## config.mk

```make
export PLATFORM = sky130hd
export DESIGN_NAME = mult_seq
export DESIGN_NICKNAME = d
export VERILOG_FILES = /design/src/rtl/alu_pkg.sv /design/src/rtl/mult_seq.sv
export SDC_FILE = /design/constraint.sdc
export NUM_CORES = 1
export LEC_CHECK = 0
export BUFFER_PORTS_ARGS = -buffer_cell sky130_fd_sc_hd__clkbuf_2
export CAP_MARGIN = 30
export CORE_MARGIN = 2
export CORE_UTILIZATION = 40
export CTS_CLUSTER_SIZE = 40
export DETAILED_ROUTE_END_ITERATION = 7
export GPL_TIMING_DRIVEN = 1
export PLACE_DENSITY_LB_ADDON = 0.2
export REMOVE_ABC_BUFFERS = 1
export SETUP_SLACK_MARGIN = 0.02
export SYNTH_ARGS = -nofsm -noshare
export SYNTH_HDL_FRONTEND = slang
export SYNTH_SLANG_ARGS = --single-unit
export TNS_END_PERCENT = 1
```

## constraint.sdc

```tcl
create_clock -name i_clk -period 4.2 [get_ports i_clk]
set_clock_uncertainty 0.2 [all_clocks]
set_input_delay 0.21 -clock i_clk [delete_from_list [all_inputs] [get_ports i_clk]]
set_output_delay 0.21 -clock i_clk [all_outputs]
set_load 0.1 [all_outputs]
```

## src/rtl/alu_pkg.sv

```systemverilog
// Shared encodings for the 16-bit alu and the mult_seq controller that drives it.
package alu_pkg;

  // alu opcodes (i_control)
  localparam logic [2:0] OP_SUMA    = 3'b000;
  localparam logic [2:0] OP_SHIFT_D = 3'b001;
  localparam logic [2:0] OP_RESTA   = 3'b010;
  localparam logic [2:0] OP_SHIFT_I = 3'b011;
  localparam logic [2:0] OP_PASAR_B = 3'b100;
  localparam logic [2:0] OP_PASAR_A = 3'b101;

  // mult_seq controller states
  typedef enum logic [1:0] {
    IDLE  = 2'b00,
    ADD   = 2'b01,
    SHIFT = 2'b10,
    DONE  = 2'b11
  } mult_state_t;

endpackage

```

## src/rtl/mult_seq.sv

```systemverilog
// Shift-add unsigned multiplier controller that borrows an external alu for
// every add and shift; one ADD and one SHIFT step per multiplier bit.
module mult_seq
  import alu_pkg::*;
#(
  parameter int N  = 16,
  parameter int CW = 5
) (
  input  logic           i_clk,
  input  logic           i_reset,
  input  logic           i_start,
  input  logic [N-1:0]   i_a,
  input  logic [N-1:0]   i_b,
  output logic [N-1:0]   o_alu_a,
  output logic [N-1:0]   o_alu_b,
  output logic [2:0]     o_alu_ctrl,
  input  logic [N-1:0]   i_alu_q,
  input  logic           i_alu_mayor,
  output logic           o_busy,
  output logic           o_done,
  output logic [2*N-1:0] o_prod,
  output logic           o_zero
);

  mult_state_t state_reg, state_next;

  logic [N-1:0]   m_reg;
  logic [N-1:0]   p_hi_reg;
  logic [N-1:0]   p_lo_reg;
  logic           c_reg;
  logic [CW-1:0]  cnt_reg;
  logic [2*N-1:0] prod_reg;
  logic           zero_reg;

  // The alu's shift_d result loses its msb: the saved carry takes that place.
  logic [N-1:0] hi_shift;
  logic [N-1:0] lo_shift;
  logic         last_step;
  logic         unused_alu_msb;

  assign hi_shift       = {c_reg, i_alu_q[N-2:0]};
  assign lo_shift       = {p_hi_reg[0], p_lo_reg[N-1:1]};
  assign last_step      = (cnt_reg == CW'(N-1));
  assign unused_alu_msb = i_alu_q[N-1];

  // state register
  always_ff @(posedge i_clk or posedge i_reset) begin
    if (i_reset) state_reg <= IDLE;
    else         state_reg <= state_next;
  end

  // next-state logic; start is only looked at in IDLE
  always_comb begin
    state_next = state_reg;
    case (state_reg)
      IDLE:    if (i_start) state_next = ADD;
      ADD:     state_next = SHIFT;
      SHIFT:   state_next = last_step ? DONE : ADD;
      DONE:    state_next = IDLE;
      default: state_next = IDLE;
    endcase
  end

  // alu operand/opcode drive and status outputs, purely from state and registers
  always_comb begin
    o_alu_a    = p_hi_reg;
    o_alu_b    = m_reg;
    o_alu_ctrl = OP_PASAR_A;
    o_busy     = (state_reg != IDLE);
    o_done     = (state_reg == DONE);
    case (state_reg)
      ADD:     o_alu_ctrl = p_lo_reg[0] ? OP_SUMA : OP_PASAR_A;
      SHIFT:   o_alu_ctrl = OP_SHIFT_D;
      default: o_alu_ctrl = OP_PASAR_A;
    endcase
  end

  assign o_prod = prod_reg;
  assign o_zero = zero_reg;

  // datapath registers: load on start, accumulate in ADD, shift in SHIFT
  always_ff @(posedge i_clk or posedge i_reset) begin
    if (i_reset) begin
      m_reg    <= '0;
      p_hi_reg <= '0;
      p_lo_reg <= '0;
      c_reg    <= 1'b0;
      cnt_reg  <= '0;
      prod_reg <= '0;
      zero_reg <= 1'b1;
    end else begin
      case (state_reg)
        IDLE: begin
          if (i_start) begin
            m_reg    <= i_a;
            p_hi_reg <= '0;
            p_lo_reg <= i_b;
            c_reg    <= 1'b0;
            cnt_reg  <= '0;
          end
        end
        ADD: begin
          p_hi_reg <= i_alu_q;
          c_reg    <= p_lo_reg[0] ? i_alu_mayor : 1'b0;
        end
        SHIFT: begin
          p_hi_reg <= hi_shift;
          p_lo_reg <= lo_shift;
          c_reg    <= 1'b0;
          cnt_reg  <= cnt_reg + 1'b1;
          // the product is published only as DONE is entered
          if (last_step) begin
            prod_reg <= {hi_shift, lo_shift};
            zero_reg <= ({hi_shift, lo_shift} == '0);
          end
        end
        default: ;
      endcase
    end
  end

endmodule

```

# Word-level counts from Yosys, hierarchy flattened
# Cells that the tools add are included.
# totals
register_bits	89
in_bits	52
word_cells	37
# classes
addsub	1
n_eq_ne	5
n_mux	14
n_reduce_logical	9
# ops
cell	n
16-bit one-hot mux with 3 select lines	1
32-bit zero test	1
16-bit 2-to-1 mux	2
16-bit one-hot mux with 2 select lines	1
5-bit one-hot mux with 2 select lines	1
2-bit one-hot mux with 4 select lines	1
2-bit AND reduction	4
3-bit one-hot mux with 2 select lines	1
5-bit by 1-bit adder with 5-bit output (second input constant)	1
5-bit by 4-bit == test with 1-bit output (second input constant)	1
5-bit 2-to-1 mux	1
2-bit == test (second input constant)	2
2-bit 2-to-1 mux	2
2-bit nonzero test	2
3-bit 2-to-1 mux	1
1-bit one-hot mux with 3 select lines	1
3-bit nonzero test	1
2-bit by 1-bit == test with 1-bit output (second input constant)	1
2-bit zero test	1
1-bit 2-to-1 mux	2
2-bit != test (second input constant)	1

# Longest topological paths before layout
# Gate-level depths: netlist (run 1).
# logic_depth
word_depth	3
mapped_depth	9

# Worst setup path after synthesis (run 1)
# No wires, ideal clock.
# synth_timing
path_kind	reg-to-output
from	register state_reg[1]
to	output port o_alu_ctrl[2]
arrival_ns	2.345
t_required_ns	3.790
slack_ns	1.445
path_stages_with_launch	4
n_path_buf	0
cell_sequence	dfrtp_1 inv_1 ha_1 mux2i_1
# synth_between
elab_chain_len	2
elab_cells_between_ends	3
classes_between	eq/ne: 2; mux: 1
# synth_lines
item	line	source
start: declaration	mult_seq.sv:25	mult_state_t state_reg, state_next;
start signal: assignment	mult_seq.sv:49	else state_reg <= state_next;
2-bit == test / 2-bit by 1-bit == test with 1-bit output (equally long branches)	mult_seq.sv:71	case (state_reg)
3-bit one-hot mux with 2 select lines *	mult_seq.sv:71	
end: declaration	mult_seq.sv:16	output logic [2:0] o_alu_ctrl,
# Every way passes the cells marked *; elsewhere a longest branch is shown, timed or not.

# Final worst setup path (run 1)
# layout_timing
from	register state_reg[0]
to	output port o_alu_ctrl[0]
# Same word-level chain as after synthesis.

==> results of run 1 <==
-- cells in the mapped netlist --
cell type | number | area, um^2
nor2_1 | 1 | 3.75
buf_6 | 5 | 56.3
o21ai_2 | 5 | 43.8
o31ai_1 | 1 | 7.51
mux2_2 | 48 | 541
a31oi_1 | 1 | 6.26
a22oi_1 | 1 | 7.51
buf_4 | 2 | 15.0
inv_1 | 6 | 22.5
a32o_1 | 1 | 10.0
conb_1 | 1 | 3.75
o21ai_0 | 19 | 95.1
buf_2 | 5 | 25.0
nand3_1 | 2 | 10.0
nand2b_1 | 3 | 18.8
nand3b_1 | 1 | 7.51
a21oi_1 | 1 | 5.00
nand4_1 | 2 | 12.5
ha_1 | 7 | 87.6
nor2_2 | 1 | 6.26
clkbuf_1 | 1 | 3.75
buf_8 | 1 | 15.0
nand2_1 | 24 | 90.1
a22o_1 | 16 | 140
nand2_2 | 3 | 18.8
and3_1 | 2 | 12.5
mux2i_1 | 18 | 180
dfrtp_1 | 88 | 2200
clkbuf_2 | 1 | 5.00
dfstp_2 | 1 | 26.3
o21ai_1 | 1 | 5.00
nor4_1 | 8 | 50.1
o22a_1 | 1 | 8.76
-- path summary, 6_finish.rpt --
path,endpoint,depth (start not counted)
min in group i_clk,o_zero$_DFFE_PP1P_,2
worst max register to register,o_alu_a[6]$_DFFE_PP0P_,6
worst min register to register,o_zero$_DFFE_PP1P_,2
worst max-delay path,o_alu_ctrl[0],5
worst min-delay path,o_alu_b[8]$_DFFE_PP0P_,3
max in group asynchronous,o_zero$_DFFE_PP1P_,4
-- what timing repair did --
item,4_1_cts,5_1_grt
hold endpoints to repair,153,0
hold buffers,50,0
setup buffers,0,0
-- metrics by stage --
stage | util, % | setup WS [ns] | hold slack, ns | total power [uW] | cell area, um^2
detailed placement | 48.2 | 1.77 | -0.0391 | 3470 | 4410
global placement | 47.9 | 1.83 | 0.243 | 3430 | 4390
floorplan | - | 1.44 | 0.143 | 3050 | 3620
finish | 56.7 | 1.70 | 0.148 | 4280 | 5190
global route | 56.7 | 1.56 | 0.162 | 4510 | 5190
CTS | 56.7 | 1.67 | 0.122 | 4320 | 5190
-- logic make-up after synthesis --
logic type	Yosys count	synth area share, %
compound gates	47	8.79
fa+ha+maj	7	2.34
simple gates	47	6.15
flops	89	59.5
buf+inv	21	3.81
other cells	1	0.100
mux	66	19.3
-- power by group --
part           switching (uW)  internal, uW  total [uW]  leakage, uW
logic                    1720           495        2210      0.00131
clock network             294           511         805     0.000139
registers                 174          1090        1270      0.00113
total                    2180          2100        4280      0.00258
-- per-layer routing --
layer	wire length, um	vias to the layer above	global-route usage [%]
met5	0	-	0
met4	185	0	8.22
met3	308	15	2.64
met2	4140	74	28.3
met1	3910	1362	23.8
li1	-	1334	-
-- layout by cell type, fill, tap and decap left out, types with 2 or more instances in the layout --
master / n
o21ai_2: 5
ha_1: 7
mux2_2: 48
nand3_1: 2
clkinv_2: 2
dlygate4sd3_1: 50
bufinv_16: 5
nand2b_1: 3
mux2i_1: 18
inv_1: 5
o21ai_0: 19
a22o_1: 16
buf_4: 3
nand2_1: 24
and3_1: 2
nor4_1: 8
nand2_2: 3
clkbuf_8: 9
dfrtp_1: 88
clkbuf_2: 120
nand4_1: 2
-- final cells by class --
type | instances | area, um^2
Multi-Input combinational cell | 168 | 1370
Clock buffer | 9 | 124
Fill cell | 788 | 3960
Timing Repair Buffer | 174 | 1150
Inverter | 6 | 23.8
Tap cell | 111 | 139
Sequential cell | 89 | 2230
Clock inverter | 6 | 155
-- worst min-delay path: cells and delay by family --
kind | cells | cell delay, ns
buf+inv | 3 | 0.88
==> impl_results.md, run 1 <==
* Worst-Skew Late Latency at 0.35 ns
* Crit-path max FO at 25
* Unrepaired setup endpoints after global routing: no
* Residual DRC at 0
* CP cell instances: inv_1 > ha_1 > buf_4 > nand3b_1 > clkbuf_2
* Family with the most delay on the worst path: buffers and inverters
* Crit path time final at 2.50 ns
* I/O Buffers at 120
* Reg clk slew, reported paths at 0.08 ns
* Site Rows at 35
* DR vias at 2785
* DRT Pass-1 Iters at 4
* Req. time, crit path at 3.79 ns
* Yosys warning count at 0
* Vias per cell at 4.95
* Nets@finish at 507
* Core Region at 9150 um^2
* Die height at 101 um
* Post-Layout Cell Count at 563
* Setup total negative slack at 0 ns
* GR Overflow Total at 0
* Syn Std Cell Area at 3740 um^2
* I/O pin total at 122
* Initial antenna violation count at 0
* # resized after CTS at 0
* Static leakage at 0.00258 uW
* Clock Tree Buf Depth at 2
* CP peak stage delay at 0.45 ns
* Area growth syn-to-layout at 38.7%
* Post-route ant nets at 0
* Worst Path Arrival at 2.09 ns
* Dpl hpwl at 5780 um
* Seq/Total Area, Yosys at 59.5%
* Root buffer cell: clkbuf_8
* Wirelength per Cell at 15.2 um
* Reg-to-reg slack, setup at 1.77 ns
* Fmax at 0.400 GHz
* H-tree lvl count at 3
* TritonCTS sink count at 89
* Flops & latches, synth at 89
* Number of flip-flops in the largest register at 32
* Syn avg cell area at 13.5 um^2
* First-pass GRT wire length at 13800 um
* # placed instances at 498
* Power per cell area at 825 nW/um^2
* CTS tree: yes
* FF-to-FF Start: state_reg[0]$_DFFE_PP0P_
* Worst vdd ir at 0.506 mV
* Outcome: finished, final reports clean
* Gpl congestion at 0.797
* Final Hold Vio Count at 0
* CP startpoint kind: flop
* Max Cap Viol at 0
* Ant diodes at 0
* Final critical-path share of the clock period at 59.6%
* Setup CP Type: reg2out
* Gr usage total at 17.7%
* # setup viols final at 0
* Chip width at 101 um
* Largest net degree at the start of global routing at 49
* Max_slew headroom at 39.3%
* Critical path startpoint: state_reg[0]$_DFFE_PP0P_
* Crit. End Element: output pin
* Crit-path slowest cell: clkbuf_2
* Cells after Synth at 278
* Share of cells above drive strength 1 at 43.8%
* Iter 0 DRT Violations at 63
* Worst Max-Slew Pin Slew at 0.907 ns
* Initial Util at 40.9%
* Detailed Route WL at 8540 um
* HP Class: in2async
* CP bufs+invs at 3
* CTS Buf Count at 9
* Slew Viols, Final at 0
* Die footprint at 10100 um^2
* Synth cell types at 33
* Number of global-route vias before repair at 2793
Note: power is estimated with default switching activity, not from simulation.
==> run 2, diff against run 1 <==
Clock period 4.2 ns to 2.3 ns, I/O delays scaled along.
==> impl_results.md, run 2 (synthesis gave the netlist of run 1 again) <==
* Outcome: finished, final reports clean
* Worst Path Arrival at 1.86 ns (-0.23 ns)
* Iter 0 DRT Violations at 82 (+30%)
* Largest net degree at the start of global routing at 39 (-20%)
* First-pass GRT wire length at 14300 um (+3.1%)
* Area growth syn-to-layout at 39.7%
* CTS tree: yes
* Sequential power share at 29.8% (+0.2 points)
* Setup ws final at 0.120 ns (-1.58 ns)
* Residual DRC at 0 (unchanged)
* Crit-path max FO at 16 (-36%)
* Internal power at 3710 uW (+77%)
* I/O pin total at 122 (unchanged)
* Clock Power Share at 15.4% (-3.4 points)
* DR vias at 2793 (+0.29%)
* Max_slew headroom at 53.3% (+14 points)
* Number of flip-flops in the largest register at 32 (unchanged)
* Vias per cell at 4.90 (-0.94%)
* # placed instances at 505 (+1.4%)
* Final Hold Vio Count at 0 (unchanged)
* Ant diodes at 0 (unchanged)
* TritonCTS sink count at 89 (unchanged)
* Initial antenna violation count at 0 (unchanged)
* Die footprint at 10100 um^2 (unchanged)
* Total area of sequential cells at 2230 um^2 (unchanged)
* GRT Max-Usage Layer: met2
* Sw Pwr at 4030 uW (+85%)
* Static leakage at 0.00260 uW (+0.69%)
* Site Rows at 35 (unchanged)
* Met2 Resource Use GR at 29.8% (+1.5 points)
* Most common cell after layout, fill and taps aside: clkbuf_2
* Crit. End Element: output pin
* Detailed Route WL at 8810 um (+3.1%)
* Post-route ant nets at 0 (unchanged)
* Routing usage on met1 at 24.5% (+0.70 points)
* Most frequent cells in the layout: clkbuf_2, dfrtp_1, dlygate4sd3_1, mux2_2, nand2_1
* Fmax at 0.459 GHz
* HP Class: in2async
* Number of global-route vias before repair at 2803 (+0.36%)
* Power per cell area at 1480 nW/um^2 (+80%)
* Gr usage total at 18.5% (+0.81 points)
* Final critical-path share of the clock period at 94.8%
* Nets@finish at 514 (+1.4%)
* Clock Tree Buf Depth at 2 (unchanged)
* Wirelength per Cell at 15.4 um (+1.8%)
* Chip width at 101 um (unchanged)
* GR Overflow Total at 0 (unchanged)
* Post-Layout Cell Count at 570 (+1.2%)
* H-tree lvl count at 3 (unchanged)
* Initial Util at 40.9% (unchanged)
* Crit path time final at 2.18 ns
* Combinational share of power at 54.8% (+3.2 points)
* Footprint of the multi-input gates at 1380 um^2 (+0.36%)
* Worst vdd ir at 0.891 mV (+76%)
* Met3 Resource Use GR at 3.74% (+1.1 points)
* Post-Place Setup Slack at 0.0335 ns (-1.74 ns)
* Fill cells at 805 (+2.2%)
* Setup CP Type: reg2out
* Family with the most delay on the worst path: buffers and inverters
* Unrepaired setup endpoints after global routing: no
* Switching Fraction at 52.1% (+1.1 points)
* Req. time, crit path at 1.99 ns (-1.80 ns)
* Dpl hpwl at 6140 um (+6.3%)
* CTS Buf Count at 9 (unchanged)
* Most used cell, CP: buf_12
* Worst Max-Slew Pin Slew at 0.700 ns (-0.207 ns)
* Crit-path slowest cell: dfrtp_1
* DRT Pass-1 Iters at 4 (unchanged)
* Final Cell Area at 5230 um^2 (+0.70%)
* Core Util, Final at 57.1% (+0.40 points)
* Slew Viols, Final at 0 (unchanged)
* Die height at 101 um (unchanged)
* Placed cell areas at 4490 um^2 (+1.6%)
* CP peak stage delay at 0.41 ns (-0.04 ns)
* CP cell instances: inv_1 > ha_1 > buf_6 > buf_12 > nand3b_1 > buf_12
* Max Cap Viol at 0 (unchanged)
* Core Region at 9150 um^2 (unchanged)
* Gpl congestion at 0.815 (+2.2%)
* Share of cells above drive strength 1 at 44.4% (+0.64 points)
* # setup viols final at 0 (unchanged)
* Worst-Skew Late Latency at 0.36 ns (about the same)
* Root buffer cell: clkbuf_8
* Reg clk slew, reported paths at 0.09 ns (about the same)
* CP startpoint kind: flop
* I/O Buffers at 120 (unchanged)
* CP bufs+invs at 4 (+1)
==> run 2: cell types whose count changed in the layout (fill, tap and decap cells not counted), moves of 2 or more <==
cell and change:
clkinv_4 +2, bufinv_16 -3, clkbuf_2 -2, buf_4 +4, buf_12 +4
==> run 2: power groups by stage <==
stage	clock [uW]	combinational, uW	sequential [uW]
finish	1190	4250	2310
global route	1290	4500	2380
CTS	1220	4230	2310
detailed placement	0	4150	2340
global placement	0	4090	2320
floorplan	0	1570	3990
==> run 2: metal layers <==
metal	part of all wire [%]	vias to the layer above
met4	2.1	0
met1	43	1367
li1	-	1346
met2	50	67
met5	0	-
met3	4.3	13
==> run 2: cell type report <==
type / count / share of cell area (%)
timing repair buffer: 181 / 23.8
tap: 111 / 2.66
multi-input combinational: 168 / 26.3
clock inverter: 4 / 1.48
sequential: 89 / 42.6
inverter: 6 / 0.455
clock buffer: 11 / 2.70
==> run 2: final timing paths <==
kind                                          start                  endpoint  slack [ns]  cells after the start
setup reg to reg           state_reg[0]$_DFFE_PP0P_   p_lo_reg[7]$_DFFE_PP0P_        0.21                      5
hold / removal                              i_reset    o_alu_b[8]$_DFFE_PP0P_        0.16                      3
hold reg to reg              o_alu_a[2]$_DFFE_PP0P_    o_alu_a[2]$_DFFE_PP0P_        0.28                      2
min in group i_clk                          i_start  state_reg[1]$_DFFE_PP0P_        0.17                      4
max in group asynchronous                   i_reset    o_prod[28]$_DFFE_PP0P_        1.06                      4
setup / recovery           state_reg[0]$_DFFE_PP0P_             o_alu_ctrl[0]        0.12                      6
==> run 2: through the flow <==
step | hold WS (ns) | total power [uW] | TNS (ns)
floorplan | 0.0477 | 5560 | -44.68
global placement | 0.00278 | 6410 | 0
detailed placement | 0.00399 | 6490 | 0
CTS | 0.157 | 7760 | 0
global route | 0.208 | 8170 | 0
finish | 0.161 | 7750 | 0
==> run 2: repair_timing <==
item                                    CTS  global route
endpoints found under the setup margin    3            16
pin swaps                                 0             0
resized for setup                         1             6
hold buffers                             50             0
buffers inserted                          0             0
hold endpoints to repair                 99             0
==> run 2: worst min-delay path, delay by kind of cell <==
family	cells	cell delay (ns)
buf+inv	3	1.08
==> run 3, diff against run 2 <==
Settings changed: ABC_AREA set to 1.
==> impl_results.md, run 3 <==
* Outcome: finished, final reports clean
* Fmax at 0.465 GHz (+1.5%)
* Most numerous cell in the Yosys netlist: nand2_1
* Ant diodes at 0 (unchanged)
* CTS tree: yes
* Die footprint at 10700 um^2 (+5.3%)
* Initial antenna violation count at 0 (unchanged)
* Area growth syn-to-layout at 37.8%
* Root buffer cell: clkbuf_8
* Most frequent cells in the layout: clkbuf_2, nand2_1, dfrtp_1, dlygate4sd3_1, o21ai_0
* Crit. End Element: output pin
* I/O pin total at 122 (unchanged)
* Crit-path slowest cell: clkbuf_2
* First-pass GRT wire length at 15400 um (+8.1%)
* Post-route ant nets at 0 (unchanged)
* Core Util, Final at 56.2% (-0.95 points)
* Core Region at 9680 um^2 (+5.8%)
* Final critical-path share of the clock period at 93.4% (-1.4 points)
* Flops & latches, synth at 89 (unchanged)
* Slew Viols, Final at 0 (unchanged)
* Met2 Resource Use GR at 30.0% (+0.18 points)
* CP peak stage delay at 0.49 ns (+0.08 ns)
* # placed instances at 651 (+29%)
* HP Class: in2async
* Max_slew headroom at 57.0% (+3.7 points)
* Placed cell areas at 4720 um^2 (+5.1%)
* Crit path time final at 2.15 ns (-0.0313 ns)
* # setup viols final at 0 (unchanged)
* Gpl congestion at 0.810 (-0.63%)
* TritonCTS sink count at 89 (unchanged)
* Synth top area share at 55.8% (-3.1 points)
* Power per cell area at 1490 nW/um^2 (+0.25%)
* Static leakage at 0.00274 uW (+5.1%)
* Site Rows at 36 (+2.9%)
* Setup ws final at 0.151 ns (+0.0313 ns)
* Post-synth ARST share at 100% (unchanged)
* Setup CP Type: reg2out
* Routing usage on met1 at 25.5% (+0.95 points)
* Dpl hpwl at 6990 um (+14%)
* Family with the most delay on the worst path: buffers and inverters
* Worst Max-Slew Pin Slew at 0.643 ns (-0.0575 ns)
* Die height at 103 um (+2.6%)
* Worst-Skew Late Latency at 0.35 ns (about the same)
* Largest net degree at the start of global routing at 42 (+7.7%)
* Crit-path max FO at 6 (-10)
* Final Cell Area at 5440 um^2 (+4.0%)
* Number of flip-flops in the largest register at 32 (unchanged)
* Wirelength per Cell at 13.8 um (-11%)
* Vias per cell at 4.73 (-3.5%)
* Total power at 8080 uW (+4.3%)
* Post-Layout Cell Count at 718 (+26%)
* Post-synth top flop: dfrtp_1
* Top cells by area, synth: dfrtp_1, nand2_1, o21ai_0, mux2_2, inv_1
* Syn Std Cell Area at 3950 um^2 (+5.5%)
* Req. time, crit path at 1.99 ns (about the same)
* Final Hold Vio Count at 0 (unchanged)
* Nets@finish at 639 (+24%)
* Syn avg cell area at 9.65 um^2 (-28%)
* GR Overflow Total at 0 (unchanged)
* Chip width at 103 um (+2.6%)
* Met3 Resource Use GR at 3.70% (-0.049 points)
* I/O Buffers at 120 (unchanged)
* DRT Pass-1 Iters at 5 (+1)
* Post-Place Setup Slack at 0.114 ns (+0.0810 ns)
* EDFF count, synth at 0 (unchanged)
* Unrepaired setup endpoints after global routing: yes
* Synth cell types at 28 (-15%)
* Top post-synthesis cells by count: nand2_1, dfrtp_1, o21ai_0, inv_1, nor2_1
* Max Cap Viol at 0 (unchanged)
* CP startpoint kind: flop
* Gr usage total at 18.9% (+0.38 points)
* Number of global-route vias before repair at 3174 (+13%)
* Synth area leader: dfrtp_1
* Residual DRC at 0 (unchanged)
* Seq/Total Area, Yosys at 56.5% (-3.1 points)
* Iter 0 DRT Violations at 100 (+22%)
* H-tree lvl count at 3 (unchanged)
* CP cell instances: inv_1 > ha_1 > nand2_1 > o21ai_0 > clkbuf_2
* CTS Buf Count at 9 (unchanged)
* Cells after Synth at 409 (+47%)
* Detailed Route WL at 9880 um (+12%)
* Initial Util at 40.8% (-0.13 points)
* DR vias at 3395 (+22%)
* Postcts setup bufs at 0 (unchanged)
* Share of cells above drive strength 1 at 32.1% (-12 points)
* GRT Max-Usage Layer: met2
* Worst vdd ir at 0.819 mV (-8.1%)
* Yosys warning count at 0 (unchanged)
* CP bufs+invs at 2 (-2)
* Worst Path Arrival at 1.83 ns (-0.03 ns)
* Reg clk slew, reported paths at 0.09 ns (about the same)
* Fill cells at 899 (+12%)
* Most common cell after layout, fill and taps aside: clkbuf_2
* Clock Tree Buf Depth at 2 (unchanged)
==> run 3: changes by cell type after synthesis, sizes merged, moves of 20 or more <==
cell,delta
mux2,-32
nand3,+20
nor2,+21
o21ai,+35
inv,+30
nand2,+82
==> run 3: stage by stage <==
step	TNS, ns	hold slack [ns]
4_1_cts	0	0.109
3_5_place_dp	0	-0.0627
2_1_floorplan	-63.53	0.0246
3_3_place_gp	0	-0.0569
6_report	0	0.112
5_1_grt	0	0.131
==> run 3: layer usage <==
layer | vias to the layer above | wire length (um)
met5 | - | 0
met3 | 11 | 502
li1 | 1672 | -
met2 | 93 | 4670
met4 | 0 | 150
met1 | 1619 | 4560
==> run 3: area by class of cell <==
class | instances | area (um^2) | share of cell area (%)
clock buffer | 14 | 173 | 3.17
clock inverter | 2 | 35.0 | 0.644
inverter | 36 | 136 | 2.51
multi-input combinational | 262 | 1450 | 26.6
sequential | 89 | 2230 | 41.0
tap | 133 | 166 | 3.06
timing repair buffer | 182 | 1250 | 23.0
==> run 3: cells by family (layout without fill, tap and decap cells) <==
logic type | count (synthesis) | in the layout | synth area share (%)
multiplexers | 16 | 16 | 4.56
adder cells (fa/ha/maj) | 7 | 7 | 2.22
other | 1 | 1 | 0.0950
AND/OR/NAND/NOR | 156 | 156 | 15.8
AO/OA/AOI/OAI | 82 | 82 | 13.9
buffers and inverters | 58 | 234 | 7.04
flip-flops | 89 | 89 | 56.5
==> run 3: where the power goes <==
group          internal [uW]  switching (uW)
sequential              2020             233
combinational           1050            3650
clock                    592             536
==> run 3: worst paths after layout <==
check | from | to | slack (ns) | cells after the start
worst max-delay path | state_reg[1]$_DFFE_PP0P_ | o_alu_ctrl[2] | 0.15 | 5
worst min-delay path | i_reset | o_alu_a[9]$_DFFE_PP0P_ | 0.11 | 3
worst max register to register | state_reg[0]$_DFFE_PP0P_ | p_lo_reg[14]$_DFFE_PP0P_ | 0.21 | 6
worst min register to register | o_prod[16]$_DFFE_PP0P_ | o_prod[16]$_DFFE_PP0P_ | 0.29 | 2
max in group asynchronous | i_reset | o_zero$_DFFE_PP1P_ | 1.18 | 4
min in group i_clk | o_prod[16]$_DFFE_PP0P_ | o_prod[16]$_DFFE_PP0P_ | 0.29 | 2
==> run 3: timing repair <==
action / 4_1_cts / 5_1_grt
setup endpoints to repair: 0 / 28
hold buffers: 51 / 0
resized for setup: 0 / 2
hold endpoints to repair: 154 / 0
==> run 3: worst reg2reg max path, stage by stage, from the launching register on <==
cell      delay (ns)
dfrtp_1         0.40
inv_1           0.10
ha_1            0.28
o21ai_4         0.56
buf_12          0.25
o211ai_1        0.11
o21ai_0         0.10
